$ cat src/rtl/pulse_gen_pkg.sv
// pulse_gen_pkg: shared types and defaults for the pulse generator slice.
//   state_t        : generator FSM states (IDLE, RUN, DRAIN)
//   CNT_W_DEF      : default width of period/width/cycle counters
//   MIN_PERIOD_DEF : default smallest accepted period (cycles)
// Optional feature macro: PULSE_GEN_BURST_EN (burst mode, see pulse_gen.sv).
package pulse_gen_pkg;

    localparam int unsigned CNT_W_DEF      = 32;
    localparam int unsigned MIN_PERIOD_DEF = 2;

    typedef enum logic [1:0] {
        IDLE  = 2'd0,
        RUN   = 2'd1,
        DRAIN = 2'd2
    } state_t;

endpackage

$ cat src/rtl/pulse_gen_if.sv
// pulse_gen_if: control/status bundle of the pulse generator.
//   ena, cfg_load, period_i, width_i             : requests into the generator
//   pulse, edge_l2h, edge_h2l, busy, cfg_err,
//   period_cnt                                   : generator outputs
//   burst_n, burst_done                          : only with PULSE_GEN_BURST_EN
// Modports: master = controller side, slave = generator side.
interface pulse_gen_if
    import pulse_gen_pkg::*;
#(
    parameter int unsigned CNT_W = CNT_W_DEF
) ();

    logic             ena;
    logic             cfg_load;
    logic [CNT_W-1:0] period_i;
    logic [CNT_W-1:0] width_i;
    logic             pulse;
    logic             edge_l2h;
    logic             edge_h2l;
    logic             busy;
    logic             cfg_err;
    logic [CNT_W-1:0] period_cnt;
`ifdef PULSE_GEN_BURST_EN
    logic [15:0]      burst_n;
    logic             burst_done;
`endif

    modport master (
`ifdef PULSE_GEN_BURST_EN
        output burst_n,
        input  burst_done,
`endif
        output ena, cfg_load, period_i, width_i,
        input  pulse, edge_l2h, edge_h2l, busy, cfg_err, period_cnt
    );

    modport slave (
`ifdef PULSE_GEN_BURST_EN
        input  burst_n,
        output burst_done,
`endif
        input  ena, cfg_load, period_i, width_i,
        output pulse, edge_l2h, edge_h2l, busy, cfg_err, period_cnt
    );

endinterface

$ cat src/rtl/pulse_gen_cfg.sv
// pulse_gen_cfg: double-buffered configuration for pulse_gen.
//   clk, rst        : clock, synchronous active-low reset
//   cfg_load        : strobe capturing period_i/width_i (and burst_n) into pending
//   xfer            : copy pending into active (only issued while pend_valid)
//   act_period/width: configuration used by the running generator
//   pend_width      : pending width, needed for the first cycle after a transfer
//   pend_valid      : pending holds values not yet transferred
//   cfg_err         : sticky reject flag, cleared by the next accepted load
// Optional: PULSE_GEN_BURST_EN adds burst_n / act_burst.
module pulse_gen_cfg
    import pulse_gen_pkg::*;
#(
    parameter int unsigned CNT_W      = CNT_W_DEF,
    parameter int unsigned MIN_PERIOD = MIN_PERIOD_DEF
) (
    input  logic             clk,
    input  logic             rst,
    input  logic             cfg_load,
    input  logic [CNT_W-1:0] period_i,
    input  logic [CNT_W-1:0] width_i,
`ifdef PULSE_GEN_BURST_EN
    input  logic [15:0]      burst_n,
    output logic [15:0]      act_burst,
`endif
    input  logic             xfer,
    output logic [CNT_W-1:0] act_period,
    output logic [CNT_W-1:0] act_width,
    output logic [CNT_W-1:0] pend_width,
    output logic             pend_valid,
    output logic             cfg_err
);

    localparam logic [CNT_W-1:0] MIN_P = CNT_W'(MIN_PERIOD);

    logic [CNT_W-1:0] pend_period;
    logic             accept;
`ifdef PULSE_GEN_BURST_EN
    logic [15:0]      pend_burst;
`endif

    assign accept = cfg_load && (period_i >= MIN_P);

    // A transfer always takes the pending values as they were before this
    // edge, so a load coinciding with a boundary stays pending.
    always_ff @(posedge clk) begin
        if (!rst) begin
            act_period  <= '0;
            act_width   <= '0;
            pend_period <= '0;
            pend_width  <= '0;
            pend_valid  <= 1'b0;
            cfg_err     <= 1'b0;
`ifdef PULSE_GEN_BURST_EN
            act_burst   <= '0;
            pend_burst  <= '0;
`endif
        end else begin
            if (xfer) begin
                act_period <= pend_period;
                act_width  <= pend_width;
`ifdef PULSE_GEN_BURST_EN
                act_burst  <= pend_burst;
`endif
            end
            if (accept) begin
                pend_period <= period_i;
                pend_width  <= width_i;
`ifdef PULSE_GEN_BURST_EN
                pend_burst  <= burst_n;
`endif
            end
            if (accept) begin
                pend_valid <= 1'b1;
            end else if (xfer) begin
                pend_valid <= 1'b0;
            end
            if (cfg_load) begin
                cfg_err <= !accept;
            end
        end
    end

endmodule

$ cat src/rtl/pulse_gen.sv
// pulse_gen: periodic pulse generator with programmable period and high time.
//   clk, rst : clock, synchronous active-low reset
//   bus      : pulse_gen_if.slave
//     ena        run request (level)
//     cfg_load   capture period_i/width_i into pending configuration
//     pulse      registered output pulse
//     edge_l2h   strobe in the cycle pulse rises
//     edge_h2l   strobe in the cycle pulse falls
//     busy       generator in RUN or DRAIN
//     cfg_err    sticky rejected-load flag
//     period_cnt completed periods since leaving IDLE (wraps)
// Optional macro PULSE_GEN_BURST_EN: stop after burst_n periods and strobe
// burst_done; a restart then needs ena to drop and rise again.
module pulse_gen
    import pulse_gen_pkg::*;
#(
    parameter int unsigned CNT_W      = CNT_W_DEF,
    parameter int unsigned MIN_PERIOD = MIN_PERIOD_DEF
) (
    input  logic       clk,
    input  logic       rst,
    pulse_gen_if.slave bus
);

    localparam logic [CNT_W-1:0] MIN_P = CNT_W'(MIN_PERIOD);
    localparam logic [CNT_W-1:0] ONE   = CNT_W'(1);

    state_t           state, state_n;
    logic [CNT_W-1:0] cnt, cnt_n;
    logic [CNT_W-1:0] pcnt, pcnt_n;
    logic             pulse_q, pulse_n;
    logic             l2h_q, h2l_q;
    logic [CNT_W-1:0] width_eff;
    logic [CNT_W-1:0] act_period, act_width, pend_width;
    logic             pend_valid, cfg_err;
    logic             start, wrap, xfer;
`ifdef PULSE_GEN_BURST_EN
    logic [15:0]      act_burst;
    logic [15:0]      bcnt, bcnt_n;
    logic             bhold, bhold_n;
    logic             bdone_q, bdone_n;
`endif

    pulse_gen_cfg #(
        .CNT_W      (CNT_W),
        .MIN_PERIOD (MIN_PERIOD)
    ) u_cfg (
        .clk        (clk),
        .rst        (rst),
        .cfg_load   (bus.cfg_load),
        .period_i   (bus.period_i),
        .width_i    (bus.width_i),
`ifdef PULSE_GEN_BURST_EN
        .burst_n    (bus.burst_n),
        .act_burst  (act_burst),
`endif
        .xfer       (xfer),
        .act_period (act_period),
        .act_width  (act_width),
        .pend_width (pend_width),
        .pend_valid (pend_valid),
        .cfg_err    (cfg_err)
    );

`ifdef PULSE_GEN_BURST_EN
    assign start = (state == IDLE) && bus.ena && !bhold &&
                   (pend_valid || (act_period >= MIN_P));
`else
    assign start = (state == IDLE) && bus.ena &&
                   (pend_valid || (act_period >= MIN_P));
`endif
    assign wrap = (state != IDLE) && (cnt == act_period - ONE);
    assign xfer = pend_valid && (start || wrap);

    always_comb begin
        state_n   = state;
        cnt_n     = cnt;
        pcnt_n    = pcnt;
        pulse_n   = 1'b0;
        width_eff = act_width;
`ifdef PULSE_GEN_BURST_EN
        bcnt_n  = bcnt;
        bhold_n = bus.ena ? bhold : 1'b0;
        bdone_n = 1'b0;
`endif
        unique case (state)
            IDLE: begin
                if (start) begin
                    state_n = RUN;
                    cnt_n   = '0;
                    pcnt_n  = '0;
                    if (pend_valid) begin
                        width_eff = pend_width;
                    end
                    pulse_n = (width_eff != '0);
`ifdef PULSE_GEN_BURST_EN
                    bcnt_n = '0;
`endif
                end
            end
            RUN, DRAIN: begin
                // A new configuration governs the pulse from the first cycle
                // of the period it starts.
                if (wrap) begin
                    cnt_n  = '0;
                    pcnt_n = pcnt + ONE;
                    if (pend_valid) begin
                        width_eff = pend_width;
                    end
                end else begin
                    cnt_n = cnt + ONE;
                end
                // ena dropping on the last cycle of a period ends the run at
                // that boundary instead of draining one more full period.
                if (state == RUN) begin
                    if (!bus.ena) begin
                        state_n = wrap ? IDLE : DRAIN;
                    end
                end else if (bus.ena) begin
                    state_n = RUN;
                end else if (wrap) begin
                    state_n = IDLE;
                end
`ifdef PULSE_GEN_BURST_EN
                if (wrap) begin
                    bcnt_n = bcnt + 16'd1;
                    if ((act_burst != '0) && (bcnt == act_burst - 16'd1)) begin
                        state_n = IDLE;
                        bdone_n = 1'b1;
                        bhold_n = 1'b1;
                    end
                end
`endif
                pulse_n = (cnt_n < width_eff);
                if (state_n == IDLE) begin
                    pulse_n = 1'b0;
                    cnt_n   = '0;
                end
            end
            default: begin
                state_n = IDLE;
                cnt_n   = '0;
            end
        endcase
    end

    always_ff @(posedge clk) begin
        if (!rst) begin
            state   <= IDLE;
            cnt     <= '0;
            pcnt    <= '0;
            pulse_q <= 1'b0;
            l2h_q   <= 1'b0;
            h2l_q   <= 1'b0;
`ifdef PULSE_GEN_BURST_EN
            bcnt    <= '0;
            bhold   <= 1'b0;
            bdone_q <= 1'b0;
`endif
        end else begin
            state   <= state_n;
            cnt     <= cnt_n;
            pcnt    <= pcnt_n;
            pulse_q <= pulse_n;
            // Edges come only from the pulse register itself, so a width
            // change at a boundary cannot produce a double strobe.
            l2h_q   <= pulse_n && !pulse_q;
            h2l_q   <= !pulse_n && pulse_q;
`ifdef PULSE_GEN_BURST_EN
            bcnt    <= bcnt_n;
            bhold   <= bhold_n;
            bdone_q <= bdone_n;
`endif
        end
    end

    assign bus.pulse      = pulse_q;
    assign bus.edge_l2h   = l2h_q;
    assign bus.edge_h2l   = h2l_q;
    assign bus.busy       = (state != IDLE);
    assign bus.cfg_err    = cfg_err;
    assign bus.period_cnt = pcnt;
`ifdef PULSE_GEN_BURST_EN
    assign bus.burst_done = bdone_q;
`endif

endmodule
$ cat src/flat_wrapper.sv
// flat-port wrapper written by rule: the top's interface ports become plain ports
module pulse_gen_flat import pulse_gen_pkg::*;
#(
    parameter int unsigned CNT_W      = CNT_W_DEF,
    parameter int unsigned MIN_PERIOD = MIN_PERIOD_DEF
)
  (clk, rst, bus_ena, bus_cfg_load, bus_period_i, bus_width_i, bus_pulse, bus_edge_l2h, bus_edge_h2l, bus_busy, bus_cfg_err, bus_period_cnt);
  pulse_gen_if #(.CNT_W(CNT_W)) bus_i ();
  input  logic clk;
  input  logic rst;
  input wire logic [$bits(bus_i.ena)-1:0] bus_ena;
  input wire logic [$bits(bus_i.cfg_load)-1:0] bus_cfg_load;
  input wire logic [$bits(bus_i.period_i)-1:0] bus_period_i;
  input wire logic [$bits(bus_i.width_i)-1:0] bus_width_i;
  output wire logic [$bits(bus_i.pulse)-1:0] bus_pulse;
  output wire logic [$bits(bus_i.edge_l2h)-1:0] bus_edge_l2h;
  output wire logic [$bits(bus_i.edge_h2l)-1:0] bus_edge_h2l;
  output wire logic [$bits(bus_i.busy)-1:0] bus_busy;
  output wire logic [$bits(bus_i.cfg_err)-1:0] bus_cfg_err;
  output wire logic [$bits(bus_i.period_cnt)-1:0] bus_period_cnt;
  assign bus_i.ena = bus_ena;
  assign bus_i.cfg_load = bus_cfg_load;
  assign bus_i.period_i = bus_period_i;
  assign bus_i.width_i = bus_width_i;
  assign bus_pulse = bus_i.pulse;
  assign bus_edge_l2h = bus_i.edge_l2h;
  assign bus_edge_h2l = bus_i.edge_h2l;
  assign bus_busy = bus_i.busy;
  assign bus_cfg_err = bus_i.cfg_err;
  assign bus_period_cnt = bus_i.period_cnt;
  pulse_gen #(.CNT_W(CNT_W), .MIN_PERIOD(MIN_PERIOD)) u_core (.clk(clk), .rst(rst), .bus(bus_i));
endmodule
$ cat config.mk
export PLATFORM = sky130hd
export DESIGN_NAME = pulse_gen_flat
export DESIGN_NICKNAME = d
export VERILOG_FILES = /design/src/rtl/pulse_gen_pkg.sv /design/src/rtl/pulse_gen_if.sv /design/src/rtl/pulse_gen_cfg.sv /design/src/rtl/pulse_gen.sv /design/src/flat_wrapper.sv
export SDC_FILE = /design/constraint.sdc
export NUM_CORES = 1
export LEC_CHECK = 0
export BUFFER_PORTS_ARGS = -buffer_cell sky130_fd_sc_hd__buf_2
export CORE_MARGIN = 4
export CORE_UTILIZATION = 54
export DETAILED_ROUTE_END_ITERATION = 10
export PLACE_DENSITY = 0.74
export SYNTH_ARGS = -nofsm -noshare
export SYNTH_HDL_FRONTEND = slang
export SYNTH_SLANG_ARGS = --single-unit
$ cat constraint.sdc
create_clock -name clk -period 5.51 [get_ports clk]
set_input_delay 0.551 -clock clk [delete_from_list [all_inputs] [get_ports clk]]
set_output_delay 0.551 -clock clk [all_outputs]
set_load 0.02 [all_outputs]
After elaboration in Yosys (flattened, before gate mapping)
Index checks and enable logic that the tools add are counted.

storage, ports and cells
  flip-flop bits (word level) = 199
  output and inout bits = 37
  word-level logic and storage cells = 68

cells by class
  add/subtract/negate cells = 3
  order comparisons = 3
  equality and inequality tests = 5
  multiplexer cells = 25
  reduce and logical (&&, ||, !) cells = 20

operators with widths
  kind                                                   number
  two-way mux 32 bit                                     10
  case mux 32 bit (2 select lines)                       2
  adder 32 x 1 -> 32 bit (second input constant)         2
  >= comparator 32 x 2 -> 1 bit (second input constant)  2
  == test 32 bit                                         1
  < comparator 32 bit                                    1
  nonzero test 32 bit                                    1
  subtractor 32 x 1 -> 32 bit (second input constant)    1
  two-way mux 2 bit                                      7
  logical AND 1 bit                                      7
  nonzero test 2 bit                                     3
  logical NOT 2 bit                                      2
  two-way mux 1 bit                                      4
  != test 2 x 1 -> 1 bit (second input constant)         2
  case mux 2 bit (2 select lines)                        1
  logical NOT 1 bit                                      3
  AND reduction 3 bit                                    1
  == test 2 x 1 -> 1 bit (second input constant)         1
  == test 2 bit (second input constant)                  1
  logical OR 1 bit                                       2
  case mux 1 bit (2 select lines)                        1
  OR reduction 2 bit                                     1

Logic depth before layout (Yosys ltp)
  word-level depth = 12
  depth in mapped cells = 22
  gate-level depth less buffers = 20

Cells and area by module
A second synthesis with hierarchy kept.

second synthesis, totals
  cells, all modules = 1328
  area, all modules = 11561.1 µm²

by module, submodules not included
  module         instances  cells an instance  area each (µm²)  seq. area each (µm²)
  pulse_gen      1          826                6457.4           1381.3
  pulse_gen_cfg  1          502                5103.6           2602.5

Least setup slack after synthesis
OpenSTA, ideal clock, no wires.

  path kind = register to register
  start = reg u_core.u_cfg.act_period[0]
  end = reg u_core.l2h_q, in the netlist u_core.bus.edge_l2h
  setup time = 0.086 ns
  arrival time = 5.384 ns
  setup slack = 0.041 ns
  cell stages (with the launch flop) = 23
  period minus slack after synthesis = 5.469 ns
  cells stage by stage = dfxtp_1 inv_1 ha_1 or3b_1 a311o_1 o21ai_1 o2111ai_1 or4b_4 or4_1 buf_2 buf_1 clkbuf_1 and2_1 ha_1 a21o_1 a21o_1 a2111oi_0 or4_1 nand4_1 a2111oi_0 o211a_1 o21ai_1 a211oi_1

between the ends
  longest elaborated chain between the ends = 11
  elaborated cells on any way between the ends = 22
  those cells by class = add/sub (1); order compare (2); eq/ne (1); mux (13); reduce/logical (5)

RTL lines
  item                                                                 line                 source
  from (decl)                                                          pulse_gen_cfg.sv:26  output logic [CNT_W-1:0] act_period,
  from (signal assigned)                                               pulse_gen_cfg.sv:59  act_period <= pend_period;
  branches (longest 9 deep; another with subtractor 32 x 1 -> 32 bit)  -
  case mux 1 bit (2 select lines) *                                    pulse_gen.sv:86      unique case (state)
  logical AND 1 bit *                                                  pulse_gen.sv:167     l2h_q <= pulse_n && !pulse_q;
  to (signal assigned)                                                 pulse_gen.sv:167
  to (decl)                                                            pulse_gen.sv:32      logic l2h_q, h2l_q;

Every way passes the cells marked *. The select of a mux whose other input is x is not followed.
A chain may end at the register's enable or synchronous reset.

Final worst setup path
Ends and elaborated chain as after synthesis.

==> impl_metrics.env <==
export IMPL_status="finished, final reports clean"
export IMPL_antenna_cells=0
export IMPL_seqPwrFrac=0.456
export IMPL_grt_pass1_vias=9277
export IMPL_avgSynthCellArea_sq_um=8.231
export IMPL_yosys_warnings=0
export IMPL_yosys_area_top_type="dfxtp_1"
export IMPL_die_y_um=151.6
export IMPL_p_int_w=0.002317
export IMPL_drive_gt1_frac=0.1490
export IMPL_area_delta_synth_final_pct=13.84
export IMPL_grt_pass1_wl_um=46580
export IMPL_cp_start_kind="flip-flop"
export IMPL_fillers=1803
export IMPL_maxSlewHeadroom=0.2051
export IMPL_ys_seq_area_frac=0.3577
export IMPL_worstSkewPairLatency_ps=440
export IMPL_period_share=0.9694
export IMPL_rows=52
export IMPL_drtIter0Drc=784
export IMPL_powerDensity_nw_per_um2=263.7
export IMPL_grt_overflow=0
export IMPL_drtAntennaViolNets=0
export IMPL_synth_flop_cell="dfxtp_1"
export IMPL_grt_antenna_before_repair=0
export IMPL_place_inst=1670
export IMPL_power_share_combinational=0.176
export IMPL_tns_ps=0
export IMPL_final_hold_violation_count=0
export IMPL_syn_instance_count=1353
export IMPL_crit_type="reg2reg"
export IMPL_synth_fp_nets=1459
export IMPL_cts_root_buf="clkbuf_16"
export IMPL_p_leak_nw=5.049
export IMPL_dieArea_sq_um=22990
export IMPL_netlist_top_cells_area="dfxtp_1 36%, mux2i_1 8.6%, nand3_1 4.9%"
export IMPL_final_core_util=0.6266
export IMPL_dp_hpwl_um=20950
export IMPL_report_power_total_w=0.003344
export IMPL_cts_sinks=199
export IMPL_drc=0
export IMPL_clk_pin_slew_worst_paths_ps=70
export IMPL_core_area_sq_um=20230
export IMPL_critPathMaxFanout=19
export IMPL_setup_viol=0
export IMPL_postSynthRegisterBits=199
export IMPL_worstPathArrival_ps=5650
export IMPL_fin_ws_ps=168.7
export IMPL_fin_skew_ps=11.23
export IMPL_slew_violations=0
export IMPL_gp_congestion=0.9510
export IMPL_grt_max_degree=97
export IMPL_globalRouteTotalUtil=0.2477
export IMPL_firstDrtPassIters=6
export IMPL_die_width_um=151.6
export IMPL_max_freq_ghz=0.1872
export IMPL_worst_setup_path_end_kind="flip-flop"
export IMPL_synth_cell_types=71
export IMPL_power_switching_w=0.001027
export IMPL_wl_per_cell_um=17.04
export IMPL_io_pins=105
export IMPL_cts_tree="done"
export IMPL_synth_edf_count=0
export IMPL_yosys_area_top_type_share=0.3577
export IMPL_initial_core_util=0.5504
export IMPL_h_tree_depth=4
export IMPL_numCtsBuffers=17
export IMPL_cap_violations=0
export IMPL_finalCriticalPeriod_ps=5341
export IMPL_hp_class="in2reg"
export IMPL_cts_max_path_buffers=2
export IMPL_async_reset_ff_frac=0
export IMPL_critPathRequiredTime_ps=5820
export IMPL_place_ws_ps=111.3
export IMPL_netlist_area_sq_um=11140
export IMPL_layoutNonFillerInstCount=1706
export IMPL_irDropWorstVdd_uv=225.4
export IMPL_num_nets_final=1531
export IMPL_viasPerCell=5.958
export IMPL_placement_io_buffers=104
export IMPL_wl_um=29060
export IMPL_via_count=10160
export IMPL_p_clk_frac=0.368
export IMPL_switching_share=0.3070
export IMPL_max_slew_worst_pin_slew_ps=1192
## metal layers
metal,GRT usage,up-vias,share of wire
li1,-,5067,-
met1,0.3347,4801,0.46
met2,0.4192,254,0.48
met3,0.02974,42,0.044
met4,0.06873,0,0.016
met5,0,-,0
## worst max-delay path: stages (launching register included)
cell and delay [ps]:
dfxtp_1 310, buf_4 150, nor4_4 360, nand4_1 350, or4_1 600, a32oi_1 250, o311ai_1 240, or4_1 440
buf_4 200, buf_6 180, and2_1 170, ha_1 310, nand4_1 190, nor4_4 370, nand3_1 110, or4_1 410
nand4_1 170, a2111oi_4 50, o211a_1 150, o21ai_2 130, a211oi_1 70
## path summary, 6_finish.rpt
| check | slack [ps] | cells past startpoint | to | start |
|---|---|---|---|---|
| max | 170 | 20 | u_core.bus.edge_l2h | u_core.u_cfg.act_period[0] |
| min | 340 | 3 | u_core.u_cfg.pend_width[16] | bus_width_i[16] |
| max reg2reg | 170 | 20 | u_core.bus.edge_l2h | u_core.u_cfg.act_period[0] |
| min reg2reg | 450 | 2 | u_core.u_cfg.act_period[14] | u_core.u_cfg.pend_period[14] |
## cell type report
class	instances	area, sq um	area share
Timing Repair Buffer	146	875.8	0.06908
Inverter	25	93.84	0.007402
Multi-Input combinational cell	1036	6818	0.5377
Tap cell	270	337.8	0.02665
Clock buffer	17	425.4	0.03355
Sequential cell	199	3984	0.3142
Clock inverter	13	143.9	0.01135
## synth_stat cells, types with 17 or more instances
| library cell | n |
|---|---|
| o21ai_1 | 43 |
| inv_1 | 23 |
| nand4_1 | 39 |
| o31ai_1 | 17 |
| or4_1 | 20 |
| and2_1 | 28 |
| dfxtp_1 | 199 |
| nor3_1 | 28 |
| clkbuf_1 | 60 |
| mux2i_1 | 96 |
| o21ai_0 | 45 |
| nand3_1 | 108 |
| xor2_1 | 34 |
| ha_1 | 38 |
| nand2_1 | 122 |
| xnor2_1 | 43 |
| nor4_1 | 42 |
| a21oi_1 | 50 |
| nor2_1 | 123 |
| and3_1 | 20 |
| buf_1 | 17 |
## power groups by stage
stage	Sequential [W]	Combinational, W	Clock [W]
2_1_floorplan	0.00154	0.000398	0
6_report	0.00152	0.000589	0.00123
4_1_cts	0.00152	0.000561	0.00125
3_5_place_dp	0.00156	0.000556	0
5_1_grt	0.00153	0.000646	0.00131
3_3_place_gp	0.00155	0.000552	0
## state kept, by name (all words and copies together) (netlist names)
name	cells
u_core.u_cfg.act_period	32
u_core.u_cfg.act_width	32
u_core.u_cfg.cfg_err	1
u_core.u_cfg.pend_valid	1
u_core.state	2
u_core.cnt	32
u_core.u_cfg.pend_period	32
u_core.bus.edge_l2h	1
u_core.bus.period_cnt	32
u_core.u_cfg.pend_width	32
u_core.bus.pulse	1
u_core.bus.edge_h2l	1
## placed cells by master (no fill, tap or decap), drive strengths merged, types with 9 or more instances in the layout
master,count
clkbuf,18
nor3,29
a21oi,50
a21o,9
mux2i,96
inv,29
and3,20
xor2,34
a22oi,10
dfxtp,199
buf,145
and2,28
ha,38
or3,15
nand4,40
o21ai,89
nand3,108
nor2,123
nand2,122
or4,22
o31ai,17
nor4,49
xnor2,43
## cell families after synthesis
kind of cell    share of synthesized area
compound gates                     0.1372
simple gates                       0.2732
fa+ha+maj                         0.04269
flops                              0.3577
mux                               0.08628
xor+xnor                          0.06056
buf+inv                           0.04235
## metrics by stage
stage	instance area, sq um	hold slack [ps]
2_1_floorplan	11140	428.1
3_3_place_gp	11950	435.8
3_5_place_dp	11950	441.5
4_1_cts	12520	329.4
5_1_grt	12680	338.9
6_report	12680	340.7
## repair_timing
action | in CTS | in global routing
setup buffers | 0 | 5
endpoints found under the setup margin | 0 | 3
resized for setup | 0 | 20
hold buffers | 0 | 0
Power figures use the tool's default switching activity.
